--- src/rtl/fft_pkg.sv ---
// Shared definitions for the FFT back-end: magnitude approximation selectors.
package fft_pkg;

  localparam int unsigned MODE_W = 2;

  typedef enum logic [MODE_W-1:0] {
    MODE_LEGACY = 2'd0,
    MODE_HALF   = 2'd1,
    MODE_1516   = 2'd2,
    MODE_MAX78  = 2'd3
  } mag_mode_e;

endpackage

--- src/rtl/mag_peak_tracker.sv ---
// Tracks the largest magnitude of the current frame and publishes it on the last bin.
module mag_peak_tracker #(
  parameter int unsigned WORD_SIZE = 16,
  parameter int unsigned BIN_W     = 8
) (
  input  logic                 clk,
  input  logic                 reset_n,
  input  logic                 hs,
  input  logic [WORD_SIZE-1:0] mg,
  input  logic [BIN_W-1:0]     bin,
  input  logic                 last,
  input  logic                 trunc,
  output logic                 peak_valid,
  output logic [WORD_SIZE-1:0] peak_mg,
  output logic [BIN_W-1:0]     peak_bin
);

  logic [WORD_SIZE-1:0] run_mg;
  logic [BIN_W-1:0]     run_bin;
  logic [WORD_SIZE-1:0] cur_mg;
  logic [BIN_W-1:0]     cur_bin;
  logic                 load;

  // Bin 0 (or a realigning sop) restarts the frame; otherwise strictly greater wins.
  always_comb begin
    load    = (bin == '0) | trunc | (mg > run_mg);
    cur_mg  = load ? mg  : run_mg;
    cur_bin = load ? bin : run_bin;
  end

  always_ff @(posedge clk or negedge reset_n) begin
    if (!reset_n) begin
      run_mg     <= '0;
      run_bin    <= '0;
      peak_valid <= 1'b0;
      peak_mg    <= '0;
      peak_bin   <= '0;
    end else begin
      peak_valid <= hs & last;
      if (hs) begin
        run_mg  <= cur_mg;
        run_bin <= cur_bin;
      end
      if (hs && last) begin
        peak_mg  <= cur_mg;
        peak_bin <= cur_bin;
      end
    end
  end

endmodule

--- src/rtl/magnitude_stream.sv ---
// Streaming complex-magnitude estimator (alpha-max-plus-beta-min), 3-stage pipeline
// with bin tagging and per-frame peak reporting.
module magnitude_stream
  import fft_pkg::*;
#(
  parameter  int unsigned WORD_SIZE = 16,
  parameter  int unsigned FRAME_LEN = 256,
  localparam int unsigned BIN_W     = $clog2(FRAME_LEN)
) (
  input  logic                        clk,
  input  logic                        reset_n,
  input  logic                        in_valid,
  output logic                        in_ready,
  input  logic signed [WORD_SIZE-1:0] in_re,
  input  logic signed [WORD_SIZE-1:0] in_im,
  input  logic                        in_sop,
  input  logic [MODE_W-1:0]           mode,
  output logic                        out_valid,
  input  logic                        out_ready,
  output logic [WORD_SIZE-1:0]        out_mg,
  output logic [BIN_W-1:0]            out_bin,
  output logic                        out_last,
  output logic                        peak_valid,
  output logic [WORD_SIZE-1:0]        peak_mg,
  output logic [BIN_W-1:0]            peak_bin
);

  localparam int unsigned XW = WORD_SIZE + 1;
  localparam logic [BIN_W-1:0] LAST_BIN = BIN_W'(FRAME_LEN - 1);

  function automatic logic [WORD_SIZE-1:0] abs_w(input logic [WORD_SIZE-1:0] x);
    return x[WORD_SIZE-1] ? (~x + WORD_SIZE'(1)) : x;
  endfunction

  logic                 en;
  logic                 accept;
  logic [BIN_W-1:0]     cnt;
  logic [BIN_W-1:0]     in_bin;
  logic [BIN_W-1:0]     cnt_nxt;

  logic                 s1_valid;
  logic [WORD_SIZE-1:0] s1_re_abs;
  logic [WORD_SIZE-1:0] s1_im_abs;
  mag_mode_e            s1_mode;
  logic [BIN_W-1:0]     s1_bin;
  logic                 s1_trunc;

  logic                 s2_valid;
  logic [WORD_SIZE-1:0] s2_max;
  logic [WORD_SIZE-1:0] s2_min;
  mag_mode_e            s2_mode;
  logic [BIN_W-1:0]     s2_bin;
  logic                 s2_trunc;

  logic                 out_trunc;
  logic [XW-1:0]        mx;
  logic [XW-1:0]        mn;
  logic [XW-1:0]        m78;
  logic [WORD_SIZE-1:0] comb_mg;

  // Whole pipeline advances together; bubbles are kept while stalled.
  assign en       = !out_valid | out_ready;
  assign in_ready = en;
  assign accept   = in_valid & en;

  always_comb begin
    in_bin  = in_sop ? '0 : cnt;
    cnt_nxt = (in_bin == LAST_BIN) ? '0 : in_bin + BIN_W'(1);
  end

  // S1: absolute values plus sideband tagging.
  always_ff @(posedge clk or negedge reset_n) begin
    if (!reset_n) begin
      cnt       <= '0;
      s1_valid  <= 1'b0;
      s1_re_abs <= '0;
      s1_im_abs <= '0;
      s1_mode   <= MODE_LEGACY;
      s1_bin    <= '0;
      s1_trunc  <= 1'b0;
    end else begin
      if (accept) cnt <= cnt_nxt;
      if (en) begin
        s1_valid  <= accept;
        s1_re_abs <= abs_w(in_re);
        s1_im_abs <= abs_w(in_im);
        s1_mode   <= mag_mode_e'(mode);
        s1_bin    <= in_bin;
        s1_trunc  <= in_sop & (cnt != '0);
      end
    end
  end

  // S2: order the two magnitudes.
  always_ff @(posedge clk or negedge reset_n) begin
    if (!reset_n) begin
      s2_valid <= 1'b0;
      s2_max   <= '0;
      s2_min   <= '0;
      s2_mode  <= MODE_LEGACY;
      s2_bin   <= '0;
      s2_trunc <= 1'b0;
    end else if (en) begin
      s2_valid <= s1_valid;
      s2_max   <= (s1_re_abs >= s1_im_abs) ? s1_re_abs : s1_im_abs;
      s2_min   <= (s1_re_abs >= s1_im_abs) ? s1_im_abs : s1_re_abs;
      s2_mode  <= s1_mode;
      s2_bin   <= s1_bin;
      s2_trunc <= s1_trunc;
    end
  end

  // S3 combine, one bit of headroom so max+min of two full-scale values cannot wrap.
  always_comb begin
    mx      = XW'(s2_max);
    mn      = XW'(s2_min);
    m78     = mx - (mx >> 3) + (mn >> 1);
    comb_mg = '0;
    case (s2_mode)
      MODE_LEGACY: comb_mg = WORD_SIZE'((mx + mn) >> 2);
      MODE_HALF:   comb_mg = WORD_SIZE'(mx + (mn >> 1));
      MODE_1516:   comb_mg = WORD_SIZE'(mx - (mx >> 4) + (mn >> 1) - (mn >> 5));
      MODE_MAX78:  comb_mg = WORD_SIZE'((m78 > mx) ? m78 : mx);
      default:     comb_mg = '0;
    endcase
  end

  always_ff @(posedge clk or negedge reset_n) begin
    if (!reset_n) begin
      out_valid <= 1'b0;
      out_mg    <= '0;
      out_bin   <= '0;
      out_last  <= 1'b0;
      out_trunc <= 1'b0;
    end else if (en) begin
      out_valid <= s2_valid;
      out_mg    <= comb_mg;
      out_bin   <= s2_bin;
      out_last  <= s2_valid & (s2_bin == LAST_BIN);
      out_trunc <= s2_valid & s2_trunc;
    end
  end

  mag_peak_tracker #(
    .WORD_SIZE (WORD_SIZE),
    .BIN_W     (BIN_W)
  ) u_peak (
    .clk        (clk),
    .reset_n    (reset_n),
    .hs         (out_valid & out_ready),
    .mg         (out_mg),
    .bin        (out_bin),
    .last       (out_last),
    .trunc      (out_trunc),
    .peak_valid (peak_valid),
    .peak_mg    (peak_mg),
    .peak_bin   (peak_bin)
  );

endmodule

--- config.mk ---
export PLATFORM = sky130hd
export DESIGN_NAME = magnitude_stream
export DESIGN_NICKNAME = d
export VERILOG_FILES = /design/src/rtl/fft_pkg.sv /design/src/rtl/mag_peak_tracker.sv /design/src/rtl/magnitude_stream.sv
export SDC_FILE = /design/constraint.sdc
export NUM_CORES = 1
export LEC_CHECK = 0
export ABC_AREA = 1
export CAP_MARGIN = 0
export CORE_MARGIN = 5
export CORE_UTILIZATION = 49
export CTS_CLUSTER_DIAMETER = 40
export DETAILED_ROUTE_END_ITERATION = 8
export PLACE_DENSITY = 0.68
export SYNTH_ARGS = -nofsm -noshare
export SYNTH_HDL_FRONTEND = slang
export SYNTH_HIERARCHICAL = 1
export SYNTH_SLANG_ARGS = --single-unit
--- constraint.sdc ---
create_clock -name clk -period 6.7 [get_ports clk]
set_clock_uncertainty 0.1 [all_clocks]
set_input_delay 1.675 -clock clk [delete_from_list [all_inputs] [get_ports clk]]
set_output_delay 1.675 -clock clk [all_outputs]
set_load 0.02 [all_outputs]
==> reports/qor.txt <==
==================================================================================
Core ar.                                                                 27900 µm²
Share of the clock period used by the worst path after layout                72.1%
Min Clock Period, post-route                                               4.83 ns
CTS H-Tree Depth                                                                 4
Post-Syn Area                                                            13800 µm²
Worst-case hold slack                                                     0.378 ns
Critical R2R Capture                                                    out_mg[13]
Total count of max-transition violations in the final report                     0
Actual slew at the worst max-slew pin                                     0.976 ns
Overflow left after global routing                                               0
Layout cell share with drive strength beyond 1                               6.53%
Synthesized area divided by synthesized cell count                        7.47 µm²
Port buffer count                                                               90
Mean routed wirelength per cell                                            17.6 µm
Total detailed-routing wirelength                                         40600 µm
Most numerous cell in the Yosys netlist                                    nand2_1
DIE AREA                                                                 31700 µm²
CP arrival                                                                 5.10 ns
P&R area growth vs syn                                                       13.2%
R2r worst-path depth                                                            25
Initial antenna violation count                                                  0
Number of antenna diodes                                                         0
Highest achievable clock rate                                            0.207 GHz
Number of placement rows                                                        61
Clk_lat worst skew                                                         0.45 ns
Number of buffers inserted during clock tree synthesis                          17
Via/cell ratio                                                                5.45
Type of the worst min-delay path                                      register to register
Minimum setup slack among reg-to-reg paths                                 1.87 ns
Register area share after synthesis                                          31.1%
Global-route wire length before repair                                    65100 µm
RSZ-0062 raised after global routing                                            no
Final Wtd Congestion                                                         0.952
Number of register bits inferred by synthesis                                  172
Critical path launch point type                                           register
Register clock-pin slew on the reported worst setup and hold paths         0.09 ns
Vias in the first global route                                               12100
Setup TNS after final layout                                                  0 ns
TritonCTS clock tree                                                          done
Sequential cell area                                                      4300 µm²
Hold Crit Depth                                                                  2
CTS Root Cell                                                            clkbuf_16
Number of enable flip-flop cells after synthesis                                 0
Starting DRT DRC Count                                                        1089
Source of the worst register-to-register timing path                     s2_max[6]
Min-Delay Endpoint                                                       s2_bin[2]
Slew headroom                                                                34.9%
Worst path buffer plus inverter count                                            4
Leading cell types by count after synthesis                           nand2_1 (426), inv_1 (291), dfrtp_1 (172), o21ai_0 (156)
# placed instances                                                            2275
Post-synth ARST share                                                         100%
Count of fill cells added during filler insertion                             2639
Slowest library cell on the worst path                                        fa_1
Max FO, Critical Path                                                           21
Non-filler instance count after layout                                        2307
Post-cts hold buffer count                                                       0
Detailed-router iteration count before antenna repair                            6
Maximum number of pins on one net before global-route repair                   110
Category of the critical setup timing path                            register to register
Initial Utilization                                                          49.7%
Biggest area contributors in the synthesized netlist                  dfrtp_1 (31%), nand2_1 (12%), ha_1 (11%)
Synthesized netlist cell count                                                1852
Post-cts repair resize count                                                     0
Max Root-Sink Buffers                                                            2
Critical path depth in cells                                                    25
Number of top-level design ports                                                91
Dominant cell type by count on the critical path                           nand2_1
Top-area cell type share of the netlist area                                 31.1%
Remaining number of nets flagged by the antenna check after routing              0
Max-cap violations                                                               0
Critical Path Sink Type                                                   register
Total number of clock tree sinks                                               172
Floorplan die height                                                        178 µm
Multi-input combinational cell area                                       8130 µm²
Total vias in the final route                                                12600
Die X                                                                       178 µm
Synthesized Nets                                                              2055
CP delay by family, top                                               simple AND/OR/NAND/NOR gates
Run status                                                            finished, final reports clean
Buffers inserted during post-CTS setup optimization                              0
Netlist cell types                                                              58
Main flop type after synthesis                                             dfrtp_1
Total count of hold-check failures in the final report                           0
Delay of the slowest cell on the worst path                                0.59 ns
Aggregate global-route resource usage                                        26.0%
Required arrival time at the worst endpoint                                6.98 ns
Number of nets in the layout                                                  2119
Most area-hungry cell type in the Yosys netlist                            dfrtp_1
Total number of yosys warnings                                                   6
Hold_sp                                                                  s1_bin[2]
Post-DP HPWL                                                              31200 µm
Number of failing setup endpoints in the final timing report                     0
# DRC                                                                            0
==================================================================================
## per-layer routing
metal	vias up	GRT usage [%]	routed length, µm
met3	48	3.50	2470
li1	6121	-	-
met2	438	42.2	18800
met5	-	0	0
met4	0	7.06	913
met1	5976	36.9	18300
## worst register-to-register path: stages (launching register included)
cell and delay (ns):
dfrtp_1 0.58, inv_1 0.27, fa_1 0.59, inv_1 0.05, ha_1 0.33, nand2_1 0.10
nor3_1 0.17, nand2_1 0.09, o211ai_2 0.14, a21boi_2 0.13, o21ai_0 0.21, xor2_1 0.16
inv_1 0.09, ha_1 0.27, nand2_1 0.08, nor2_1 0.12, nand4_1 0.10, nor4_1 0.18
nand3_1 0.18, nand2_4 0.26, inv_4 0.16, nand2_2 0.10, nand3_2 0.07, nand3_1 0.11
nand2_1 0.06, nand2_1 0.07
## state kept, by name, summed over array words and instances, names as in the netlist
name	count
out_mg	16
s1_im_abs	16
s1_re_abs	16
s2_max	16
s2_min	16
u_peak/peak_mg	16
u_peak/run_mg	16
cnt	8
out_bin	8
s1_bin	8
s2_bin	8
u_peak/peak_bin	8
u_peak/run_bin	8
s1_mode	2
s2_mode	2
out_last	1
out_trunc	1
out_valid	1
s1_trunc	1
s1_valid	1
s2_trunc	1
s2_valid	1
u_peak/peak_valid	1
## cell type report
class                   instances  area share (%)
well taps                     378            3.02
inverters                     298            7.17
repair buffers                100            6.32
flip-flops and latches        172            27.5
multi-input cells            1327            51.9
clock inverters                14            1.26
clock buffers                  18            2.80
## cells by family (layout without fill, tap and decap cells)
kind of cell	count (synthesis)	after routing	share of synthesized area (%)
buffers and inverters	353	430	10.2
AND/OR/NAND/NOR	773	773	25.7
adder cells (fa/ha/maj)	164	164	16.9
flip-flops	172	172	31.1
XOR/XNOR	35	35	2.22
AO/OA/AOI/OAI	355	355	13.9
## stage by stage
step | cell area, µm² | utilization, % | setup WS [ns]
final | 15700 | 56.2 | 1.87
after global routing | 15700 | 56.2 | 1.55
after CTS | 15700 | 56.2 | 1.96
after detailed placement | 15000 | 53.9 | 1.98
after global placement | 15000 | 53.9 | 2.03
after floorplan | 13800 | - | 2.42
## how the worst max path moves through the flow
stage                 end       from  slack (ns)
2_1_floorplan    in_ready  out_ready        2.42
6_report       out_mg[13]  s2_max[6]        1.87
3_5_place_dp   out_mg[13]  s2_max[6]        1.98
5_1_grt        out_mg[13]  s2_max[6]        1.55
3_3_place_gp     in_ready  out_ready        2.03
4_1_cts        out_mg[13]  s2_max[6]        1.96
## layout by cell type (no fill, tap or decap), types with 7 or more instances in the layout
master | Yosys | routed
a21oi_1 | 133 | 133
o21ai_0 | 156 | 156
nand2_4 | 22 | 22
nor3_1 | 21 | 21
nand3_2 | 12 | 13
nand2_1 | 426 | 426
or2_2 | 16 | 16
nand2_2 | 12 | 12
clkdlybuf4s50_1 | 0 | 89
nand3b_1 | 7 | 7
nand3_1 | 133 | 132
inv_1 | 291 | 291
nor2_1 | 94 | 93
clkbuf_16 | 0 | 17
buf_4 | 0 | 9
o22ai_1 | 13 | 13
xor2_1 | 25 | 25
dfrtp_1 | 172 | 172
o21ai_1 | 12 | 12
fa_1 | 38 | 38
nand4_1 | 12 | 12
ha_1 | 126 | 126
xnor2_1 | 10 | 10
Power is not shown: default switching activity piles up to over one toggle a cycle in this logic, so the estimate is an artifact.
